### src/rtl/rca_ft_pkg.sv
// Shared types and constants for the fault-tolerant RCA checking stage.
//   health_e      : per-replica health state
//   ID_*          : faulty_id encoding (0 = none, 1 = A, 2 = B, 3 = C)
//   consec_w()    : width of the consecutive-disagreement counter
package rca_ft_pkg;

  typedef enum logic [1:0] {HEALTHY, SUSPECT, DEAD} health_e;

  localparam logic [1:0] ID_NONE = 2'd0;
  localparam logic [1:0] ID_A    = 2'd1;
  localparam logic [1:0] ID_B    = 2'd2;
  localparam logic [1:0] ID_C    = 2'd3;

  function automatic int unsigned consec_w(input int unsigned thresh);
    return $clog2(thresh + 1);
  endfunction

endpackage

### src/rtl/rca_tmr_voter_if.sv
// Bus between the three RCA replicas and the TMR voter.
//   master : drives replica words, in_valid and clr_errs; observes voted results
//   slave  : the voter side
interface rca_tmr_voter_if #(
  parameter int unsigned WIDTH = 8,
  parameter int unsigned CNT_W = 8
);
  logic             in_valid;
  logic [WIDTH-1:0] sum_a, sum_b, sum_c;
  logic             cout_a, cout_b, cout_c;
  logic             clr_errs;
  logic             out_valid;
  logic [WIDTH-1:0] sum_out;
  logic             cout_out;
  logic             mismatch;
  logic             uncorrectable;
  logic [1:0]       faulty_id;
  logic [2:0]       replica_dead;
  logic [CNT_W-1:0] err_cnt_a, err_cnt_b, err_cnt_c;

  modport master (
    output in_valid, sum_a, sum_b, sum_c, cout_a, cout_b, cout_c, clr_errs,
    input  out_valid, sum_out, cout_out, mismatch, uncorrectable, faulty_id,
           replica_dead, err_cnt_a, err_cnt_b, err_cnt_c
  );

  modport slave (
    input  in_valid, sum_a, sum_b, sum_c, cout_a, cout_b, cout_c, clr_errs,
    output out_valid, sum_out, cout_out, mismatch, uncorrectable, faulty_id,
           replica_dead, err_cnt_a, err_cnt_b, err_cnt_c
  );
endinterface

### src/rtl/rca_tmr_voter_monitor.sv
// Per-replica health tracker: health FSM, consecutive-disagreement counter and
// saturating error counter.
//   i_clk, i_rst_n : clock, synchronous active-low reset
//   i_txn          : a transaction is being judged for this replica
//   i_disagree     : this replica disagreed (already qualified by the voter)
//   i_freeze       : hold all state
//   i_clr          : clear health and counters (wins over i_txn)
//   o_dead         : replica retired
//   o_err_cnt      : saturating disagreement count
module tmr_replica_monitor
  import rca_ft_pkg::*;
#(
  parameter int unsigned FAULT_THRESH = 4,
  parameter int unsigned CNT_W        = 8
) (
  input  logic             i_clk,
  input  logic             i_rst_n,
  input  logic             i_txn,
  input  logic             i_disagree,
  input  logic             i_freeze,
  input  logic             i_clr,
  output logic             o_dead,
  output logic [CNT_W-1:0] o_err_cnt
);
  localparam int unsigned CW = consec_w(FAULT_THRESH);
  localparam logic [CW-1:0] THRESH = CW'(FAULT_THRESH);

  health_e          r_state, w_state_d;
  logic [CW-1:0]    r_consec, w_consec_d;
  logic [CNT_W-1:0] r_cnt, w_cnt_d;
  logic [CNT_W-1:0] w_cnt_inc;

  assign w_cnt_inc = (&r_cnt) ? r_cnt : r_cnt + 1'b1;

  always_comb begin
    w_state_d  = r_state;
    w_consec_d = r_consec;
    w_cnt_d    = r_cnt;
    if (i_clr) begin
      w_state_d  = HEALTHY;
      w_consec_d = '0;
      w_cnt_d    = '0;
    end else if (i_txn && !i_freeze) begin
      case (r_state)
        HEALTHY: begin
          if (i_disagree) begin
            w_state_d  = SUSPECT;
            w_consec_d = CW'(1);
            w_cnt_d    = w_cnt_inc;
          end
        end
        SUSPECT: begin
          if (i_disagree) begin
            w_consec_d = r_consec + 1'b1;
            w_cnt_d    = w_cnt_inc;
            if (r_consec + 1'b1 == THRESH) w_state_d = DEAD;
          end else begin
            w_state_d  = HEALTHY;
            w_consec_d = '0;
          end
        end
        default: ;  // DEAD is sticky
      endcase
    end
  end

  always_ff @(posedge i_clk) begin
    if (!i_rst_n) begin
      r_state  <= HEALTHY;
      r_consec <= '0;
      r_cnt    <= '0;
    end else begin
      r_state  <= w_state_d;
      r_consec <= w_consec_d;
      r_cnt    <= w_cnt_d;
    end
  end

  assign o_dead    = (r_state == DEAD);
  assign o_err_cnt = r_cnt;

endmodule

### src/rtl/rca_tmr_voter.sv
// TMR checking stage for three ripple-carry adder replicas. Registers a bitwise
// majority-voted {cout, sum}, flags and attributes disagreements, tracks
// replica health, and degrades to duplex comparison once a replica retires.
//   i_clk, i_rst_n : clock, synchronous active-low reset
//   bus            : replica inputs, clr_errs, voted outputs, health/counters
module rca_tmr_voter
  import rca_ft_pkg::*;
#(
  parameter int unsigned WIDTH        = 8,
  parameter int unsigned FAULT_THRESH = 4,
  parameter int unsigned CNT_W        = 8
) (
  input  logic           i_clk,
  input  logic           i_rst_n,
  rca_tmr_voter_if.slave bus
);
  localparam int unsigned WW = WIDTH + 1;

  logic [WW-1:0] w_a, w_b, w_c, w_vote, w_word, w_lo, w_hi;
  logic [2:0]    w_raw_dis, w_dis, w_dead;
  logic [1:0]    w_n_dead, w_n_dis, w_fid;
  logic          w_mis, w_unc, w_txn, w_freeze;

  logic [WW-1:0] r_word;
  logic          r_valid, r_mis, r_unc;
  logic [1:0]    r_fid;

  assign w_a    = {bus.cout_a, bus.sum_a};
  assign w_b    = {bus.cout_b, bus.sum_b};
  assign w_c    = {bus.cout_c, bus.sum_c};
  assign w_vote = (w_a & w_b) | (w_a & w_c) | (w_b & w_c);

  assign w_raw_dis = {w_c != w_vote, w_b != w_vote, w_a != w_vote};
  assign w_n_dis   = 2'(w_raw_dis[0]) + 2'(w_raw_dis[1]) + 2'(w_raw_dis[2]);
  assign w_n_dead  = 2'(w_dead[0]) + 2'(w_dead[1]) + 2'(w_dead[2]);

  // Live pair in duplex mode; lo is the lower-indexed live replica.
  always_comb begin
    w_lo = w_a;
    w_hi = w_b;
    if (w_dead[0]) begin
      w_lo = w_b;
      w_hi = w_c;
    end else if (w_dead[1]) begin
      w_hi = w_c;
    end
  end

  always_comb begin
    w_word   = w_vote;
    w_mis    = 1'b0;
    w_unc    = 1'b0;
    w_fid    = ID_NONE;
    w_dis    = 3'b000;
    w_txn    = bus.in_valid;
    w_freeze = 1'b0;
    case (w_n_dead)
      2'd0: begin
        w_dis = w_raw_dis;
        if (w_n_dis == 2'd1) begin
          w_mis = 1'b1;
          w_fid = w_raw_dis[0] ? ID_A : (w_raw_dis[1] ? ID_B : ID_C);
        end else if (w_n_dis != 2'd0) begin
          w_unc = 1'b1;
        end
      end
      2'd1: begin
        w_word = w_lo;
        // A split pair can't be attributed, so it must not move either FSM.
        if (w_lo != w_hi) begin
          w_unc = 1'b1;
          w_txn = 1'b0;
        end
      end
      default: begin
        w_freeze = 1'b1;
        if (!w_dead[0])      w_word = w_a;
        else if (!w_dead[1]) w_word = w_b;
        else if (!w_dead[2]) w_word = w_c;
        else                 w_word = w_a;
      end
    endcase
  end

  tmr_replica_monitor #(.FAULT_THRESH(FAULT_THRESH), .CNT_W(CNT_W)) u_mon_a (
    .i_clk      (i_clk),
    .i_rst_n    (i_rst_n),
    .i_txn      (w_txn),
    .i_disagree (w_dis[0]),
    .i_freeze   (w_freeze),
    .i_clr      (bus.clr_errs),
    .o_dead     (w_dead[0]),
    .o_err_cnt  (bus.err_cnt_a)
  );

  tmr_replica_monitor #(.FAULT_THRESH(FAULT_THRESH), .CNT_W(CNT_W)) u_mon_b (
    .i_clk      (i_clk),
    .i_rst_n    (i_rst_n),
    .i_txn      (w_txn),
    .i_disagree (w_dis[1]),
    .i_freeze   (w_freeze),
    .i_clr      (bus.clr_errs),
    .o_dead     (w_dead[1]),
    .o_err_cnt  (bus.err_cnt_b)
  );

  tmr_replica_monitor #(.FAULT_THRESH(FAULT_THRESH), .CNT_W(CNT_W)) u_mon_c (
    .i_clk      (i_clk),
    .i_rst_n    (i_rst_n),
    .i_txn      (w_txn),
    .i_disagree (w_dis[2]),
    .i_freeze   (w_freeze),
    .i_clr      (bus.clr_errs),
    .o_dead     (w_dead[2]),
    .o_err_cnt  (bus.err_cnt_c)
  );

  always_ff @(posedge i_clk) begin
    if (!i_rst_n) begin
      r_valid <= 1'b0;
      r_word  <= '0;
      r_mis   <= 1'b0;
      r_unc   <= 1'b0;
      r_fid   <= ID_NONE;
    end else begin
      r_valid <= bus.in_valid;
      r_word  <= bus.in_valid ? w_word : '0;
      r_mis   <= bus.in_valid & w_mis;
      r_unc   <= bus.in_valid & w_unc;
      r_fid   <= bus.in_valid ? w_fid : ID_NONE;
    end
  end

  assign bus.out_valid     = r_valid;
  assign bus.sum_out       = r_word[WIDTH-1:0];
  assign bus.cout_out      = r_word[WIDTH];
  assign bus.mismatch      = r_mis;
  assign bus.uncorrectable = r_unc;
  assign bus.faulty_id     = r_fid;
  assign bus.replica_dead  = w_dead;

endmodule
### src/flat_wrapper.sv
// flat-port wrapper written by rule: the top's interface ports become plain ports
module rca_tmr_voter_flat import rca_ft_pkg::*;
#(
  parameter int unsigned WIDTH        = 8,
  parameter int unsigned FAULT_THRESH = 4,
  parameter int unsigned CNT_W        = 8
)
  (i_clk, i_rst_n, bus_in_valid, bus_sum_a, bus_sum_b, bus_sum_c, bus_cout_a, bus_cout_b, bus_cout_c, bus_clr_errs, bus_out_valid, bus_sum_out, bus_cout_out, bus_mismatch, bus_uncorrectable, bus_faulty_id, bus_replica_dead, bus_err_cnt_a, bus_err_cnt_b, bus_err_cnt_c);
  rca_tmr_voter_if #(.WIDTH(WIDTH), .CNT_W(CNT_W)) bus_i ();
  input  logic i_clk;
  input  logic i_rst_n;
  input wire logic [$bits(bus_i.in_valid)-1:0] bus_in_valid;
  input wire logic [$bits(bus_i.sum_a)-1:0] bus_sum_a;
  input wire logic [$bits(bus_i.sum_b)-1:0] bus_sum_b;
  input wire logic [$bits(bus_i.sum_c)-1:0] bus_sum_c;
  input wire logic [$bits(bus_i.cout_a)-1:0] bus_cout_a;
  input wire logic [$bits(bus_i.cout_b)-1:0] bus_cout_b;
  input wire logic [$bits(bus_i.cout_c)-1:0] bus_cout_c;
  input wire logic [$bits(bus_i.clr_errs)-1:0] bus_clr_errs;
  output wire logic [$bits(bus_i.out_valid)-1:0] bus_out_valid;
  output wire logic [$bits(bus_i.sum_out)-1:0] bus_sum_out;
  output wire logic [$bits(bus_i.cout_out)-1:0] bus_cout_out;
  output wire logic [$bits(bus_i.mismatch)-1:0] bus_mismatch;
  output wire logic [$bits(bus_i.uncorrectable)-1:0] bus_uncorrectable;
  output wire logic [$bits(bus_i.faulty_id)-1:0] bus_faulty_id;
  output wire logic [$bits(bus_i.replica_dead)-1:0] bus_replica_dead;
  output wire logic [$bits(bus_i.err_cnt_a)-1:0] bus_err_cnt_a;
  output wire logic [$bits(bus_i.err_cnt_b)-1:0] bus_err_cnt_b;
  output wire logic [$bits(bus_i.err_cnt_c)-1:0] bus_err_cnt_c;
  assign bus_i.in_valid = bus_in_valid;
  assign bus_i.sum_a = bus_sum_a;
  assign bus_i.sum_b = bus_sum_b;
  assign bus_i.sum_c = bus_sum_c;
  assign bus_i.cout_a = bus_cout_a;
  assign bus_i.cout_b = bus_cout_b;
  assign bus_i.cout_c = bus_cout_c;
  assign bus_i.clr_errs = bus_clr_errs;
  assign bus_out_valid = bus_i.out_valid;
  assign bus_sum_out = bus_i.sum_out;
  assign bus_cout_out = bus_i.cout_out;
  assign bus_mismatch = bus_i.mismatch;
  assign bus_uncorrectable = bus_i.uncorrectable;
  assign bus_faulty_id = bus_i.faulty_id;
  assign bus_replica_dead = bus_i.replica_dead;
  assign bus_err_cnt_a = bus_i.err_cnt_a;
  assign bus_err_cnt_b = bus_i.err_cnt_b;
  assign bus_err_cnt_c = bus_i.err_cnt_c;
  rca_tmr_voter #(.WIDTH(WIDTH), .FAULT_THRESH(FAULT_THRESH), .CNT_W(CNT_W)) u_core (.i_clk(i_clk), .i_rst_n(i_rst_n), .bus(bus_i));
endmodule
### config.mk
export PLATFORM = sky130hd
export DESIGN_NAME = rca_tmr_voter_flat
export DESIGN_NICKNAME = d
export VERILOG_FILES = /design/src/rtl/rca_ft_pkg.sv /design/src/rtl/rca_tmr_voter_if.sv /design/src/rtl/rca_tmr_voter_monitor.sv /design/src/rtl/rca_tmr_voter.sv /design/src/flat_wrapper.sv
export SDC_FILE = /design/constraint.sdc
export NUM_CORES = 1
export LEC_CHECK = 0
export ABC_CLOCK_PERIOD_IN_PS = 3400
export CAP_MARGIN = 10
export CORE_MARGIN = 2
export CORE_UTILIZATION = 49
export CTS_CLUSTER_DIAMETER = 30
export DETAILED_ROUTE_END_ITERATION = 7
export GPL_ROUTABILITY_DRIVEN = 1
export PLACE_DENSITY = 0.78
export SLEW_MARGIN = 20
export SYNTH_ARGS = -nofsm -noshare
export SYNTH_HDL_FRONTEND = slang
export SYNTH_HIERARCHICAL = 1
export SYNTH_SLANG_ARGS = --single-unit
### constraint.sdc
create_clock -name i_clk -period 3.4 [get_ports i_clk]
set_input_delay 0.51 -clock i_clk [delete_from_list [all_inputs] [get_ports i_clk]]
set_output_delay 0.51 -clock i_clk [all_outputs]
set_load 0.02 [all_outputs]
==> reports/results.tsv <==
stage	metric	value	unit
yosys	netlist.area_leader.share	0.254	
critical_path	r2r-end	u_core/u_mon_a/o_err_cnt[1]	
sta	tightest_slew	0.557	ns
yosys	synth_cell_types	64	
sta	finalMaxSlewViolations	0	
global_route	track_usage	0.238	
placed_design	gp_congestion	0.896	
cells_and_area	fin_util	0.615	
sta	final-setup-viol-count	0	
yosys	synth_area_leaders	dfxtp_1 25%, mux2i_1 7.9%, nor2b_1 4.0%, nor2_1 3.7%, nand2_1 3.5%	
routing	first_pass_iters	4	
global_route	grt_busiest_layer	met2	
cells_and_area	n_antenna_cell	0	
floorplanning	fp.dieH	96.4	um
critical_path	worstReg2RegStart	u_core/u_mon_b/r_state[1]	
clock_tree	root_buffer	clkbuf_8	
clock_tree	clock_sinks	53	
floorplanning	rows	33	
placed_design	io_buffers	71	
global_route	grt_pass1_wl	17700	um
power	seqPwrFrac	0.495	
hold_path	hold_end	u_core/u_mon_c/o_err_cnt[1]	
yosys	syn_nets	558	
sta	max_freq	317	MHz
clock_tree	cts.repair.resized	0	
critical_path	cp.required	3.63	ns
clock_tree	cts-htree-levels	2	
clock_tree	ctsHoldBuffers	0	
power	pwr-share-clk	0.265	
global_route	grt_pass1_vias	3838	
yosys	synthCells	516	
power	power_density	257	nW/um2
outcome	outcome	complete, no violations	
clock_tree	numCtsBuffers	5	
power	combinationalPowerShare	0.240	
global_route	grt_max_degree	25	
floorplanning	start_util	0.506	
yosys	synth_top_family_by_area	compound AO/OA/AOI/OAI gates	
sta	fin_crit_sh	0.928	
critical_path	startpoint	u_core/u_mon_b/r_state[1]	
cells_and_area	area_growth	21.4	%
critical_path	end_kind	register	
floorplanning	io-pin-count	72	
yosys	synth_commonest_cells	53 x dfxtp_1, 41 x nor2_1, 39 x nand2_1, 33 x mux2i_1, 27 x nor2b_1	
sta	hold_viol	0	
clock_tree	clk_pin_slew_worst_paths	0.10	ns
critical_path	critPathLaunchType	register	
routing	postRouteAntennaNets	0	
global_route	grt_use_met1	0.306	
power	p_int	0.928	mW
clock_tree	cts_buffer_depth	2	
yosys	synthFlopType	dfxtp_1	
floorplanning	die_x	96.4	um
global_route	use_met2	0.385	
power	swShare	0.289	
placed_design	hpwl	8090	um
clock_tree	tritoncts	done	
global_route	grtUsageMet3	0.0423	
yosys	synth_adder_area_share	0.0365	
critical_path	ff2ff_path_depth	11	
sta	period_needed	3.16	ns
yosys	post-synth-top-count-cell	dfxtp_1	
cells_and_area	fin_area	5070	um2
yosys	synthMuxAreaShare	0.0790	
critical_path	critPathArrivalTime	3.39	ns
cells_and_area	layout.nets	615	
routing	first_iter_violations	202	
routing	vias_per_cell	6.12	
hold_path	hp-start	u_core/u_mon_c/o_err_cnt[1]	
global_route	grt-ovfl-total	0	
power	power_switching	0.378	mW
yosys	synth-simple-area-share	0.251	
hold_path	hold_depth	2	
yosys	syn_area_per_cell	8.10	um2
hold_path	min_path_type	reg2reg	
cells_and_area	drive_gt1_frac	0.0958	
yosys	synth-seq-area-share	0.254	
power	p_leak	1.83	nW
yosys	synth_compound_area_frac	0.262	
routing	drt-total-wl	10900	um
yosys	yosys_warnings	6	
flow_run	drv_cap	0	
placed_design	dpl.cell_count	671	
cells_and_area	layoutNonFillerInstCount	679	
yosys	synthXorXnorAreaFrac	0.0314	
yosys	synth.largest_area_cell	dfxtp_1	
sta	rsz0062_at_grt	no	
clock_tree	cts_setup_buffers	0	
routing	wire_per_inst	16.0	um
sta	max-slew-margin-rel	0.628	
routing	vias	4156	
critical_path	worstSetupPathType	reg2reg	
sta	fin_skew	0.0112	ns
clock_tree	clk_latency	0.30	ns
yosys	synth_area	4180	um2
routing	drc_errors	0	
global_route	antenna_found_initial	0	
floorplanning	die_area	9290	um2
critical_path	cp_max_fo	23	
critical_path	r2r_slack	0.24	ns
yosys	synthArstFlopShare	0	
placed_design	postPlaceCellArea	4990	um2
sta	whs	0.506	ns
yosys	ys_seq_elements	53	
power	peakVddDrop	0.189	mV
floorplanning	core	8260	um2
yosys	synth_edf_count	0	
power	power	1.31	mW
-- per-layer routing --
metal,vias to the layer above,share of wire
met5,-,0
met4,0,0.032
met3,26,0.061
met2,156,0.46
met1,1949,0.44
li1,2025,-
-- metrics by stage --
stage | TNS [ns] | setup WS (ns)
floorplan | 0 | 0.0356
global route | 0 | 0.0156
finish | 0 | 0.244
CTS | 0 | 0.300
global placement | 0 | 0.0885
detailed placement | -0.0587 | -0.0400
-- flip-flops by register name (all words and copies together), names as in the netlist --
| signal | count |
|---|---|
| u_core/bus.faulty_id | 2 |
| u_core/bus.mismatch | 1 |
| u_core/bus.out_valid | 1 |
| u_core/bus.uncorrectable | 1 |
| u_core/r_word | 9 |
| u_core/u_mon_a/o_err_cnt | 8 |
| u_core/u_mon_a/r_consec | 3 |
| u_core/u_mon_a/r_state | 2 |
| u_core/u_mon_b/o_err_cnt | 8 |
| u_core/u_mon_b/r_consec | 3 |
| u_core/u_mon_b/r_state | 2 |
| u_core/u_mon_c/o_err_cnt | 8 |
| u_core/u_mon_c/r_consec | 3 |
| u_core/u_mon_c/r_state | 2 |
-- cells in the final DEF (no fill, tap or decap), types with 4 or more instances in the layout --
| cell type | n |
|---|---|
| and3_1 | 7 |
| nand3_1 | 7 |
| clkdlybuf4s50_1 | 71 |
| nor2_1 | 41 |
| o211ai_1 | 11 |
| inv_1 | 19 |
| nor3b_1 | 10 |
| and4_1 | 5 |
| mux2i_1 | 33 |
| a21oi_1 | 26 |
| ha_1 | 9 |
| a311oi_1 | 9 |
| and3b_1 | 5 |
| nand4_1 | 7 |
| nand2b_1 | 12 |
| dfxtp_1 | 53 |
| o21ai_0 | 19 |
| clkbuf_8 | 5 |
| a211oi_1 | 15 |
| o22ai_1 | 10 |
| o2111ai_1 | 11 |
| nor4_1 | 4 |
| buf_4 | 31 |
| nand2_1 | 39 |
| a41oi_1 | 14 |
| o221ai_1 | 5 |
| xor2_1 | 6 |
| nor2b_1 | 25 |
| xnor2_1 | 9 |
-- power groups by stage --
| stage | registers (mW) | clock network [mW] | logic (mW) |
|---|---|---|---|
| after global routing | 0.649 | 0.388 | 0.340 |
| final | 0.646 | 0.346 | 0.313 |
| after detailed placement | 0.660 | 0 | 0.308 |
| after floorplan | 0.667 | 0 | 0.191 |
| after global placement | 0.660 | 0 | 0.298 |
| after CTS | 0.646 | 0.359 | 0.309 |
-- final cells by class --
type	instances	area, um2
Clock buffer	7	76.3
Multi-Input combinational cell	391	2760
Clock inverter	1	7.51
Inverter	19	71.3
Sequential cell	53	1060
Tap cell	105	131
Fill cell	729	3180
Timing Repair Buffer	103	963
-- critical path, cell delays in order, from the launching register on --
cell	delay, ns
dfxtp_1	0.45
nor2b_2	0.23
buf_12	0.19
mux2i_1	0.23
xnor2_1	0.10
nor4_1	0.34
and4_1	0.28
o311a_1	0.22
buf_4	0.17
nand4bb_1	0.28
a21oi_1	0.35
mux2i_1	0.23
-- kinds of logic after synthesis --
| logic type | after synthesis |
|---|---|
| and+or+nand+nor | 185 |
| AOI/OAI and AO/OA | 147 |
| buffers and inverters | 72 |
| DFF | 53 |
| muxes | 33 |
| xor gates and xnor gates | 15 |
| adders and majority gates | 11 |
-- worst max-delay path by stage --
stage,to,slack [ns],cells after the start
after global placement,u_core/bus.faulty_id[0],0.09,8
after CTS,u_core/bus.faulty_id[0],0.30,8
after detailed placement,u_core/bus.faulty_id[0],-0.04,8
after floorplan,u_core/u_mon_c/o_err_cnt[0],0.04,14
after global routing,u_core/bus.faulty_id[0],0.02,8
final,u_core/u_mon_a/o_err_cnt[1],0.24,11
No activity file was read; power rests on OpenSTA's default activity.
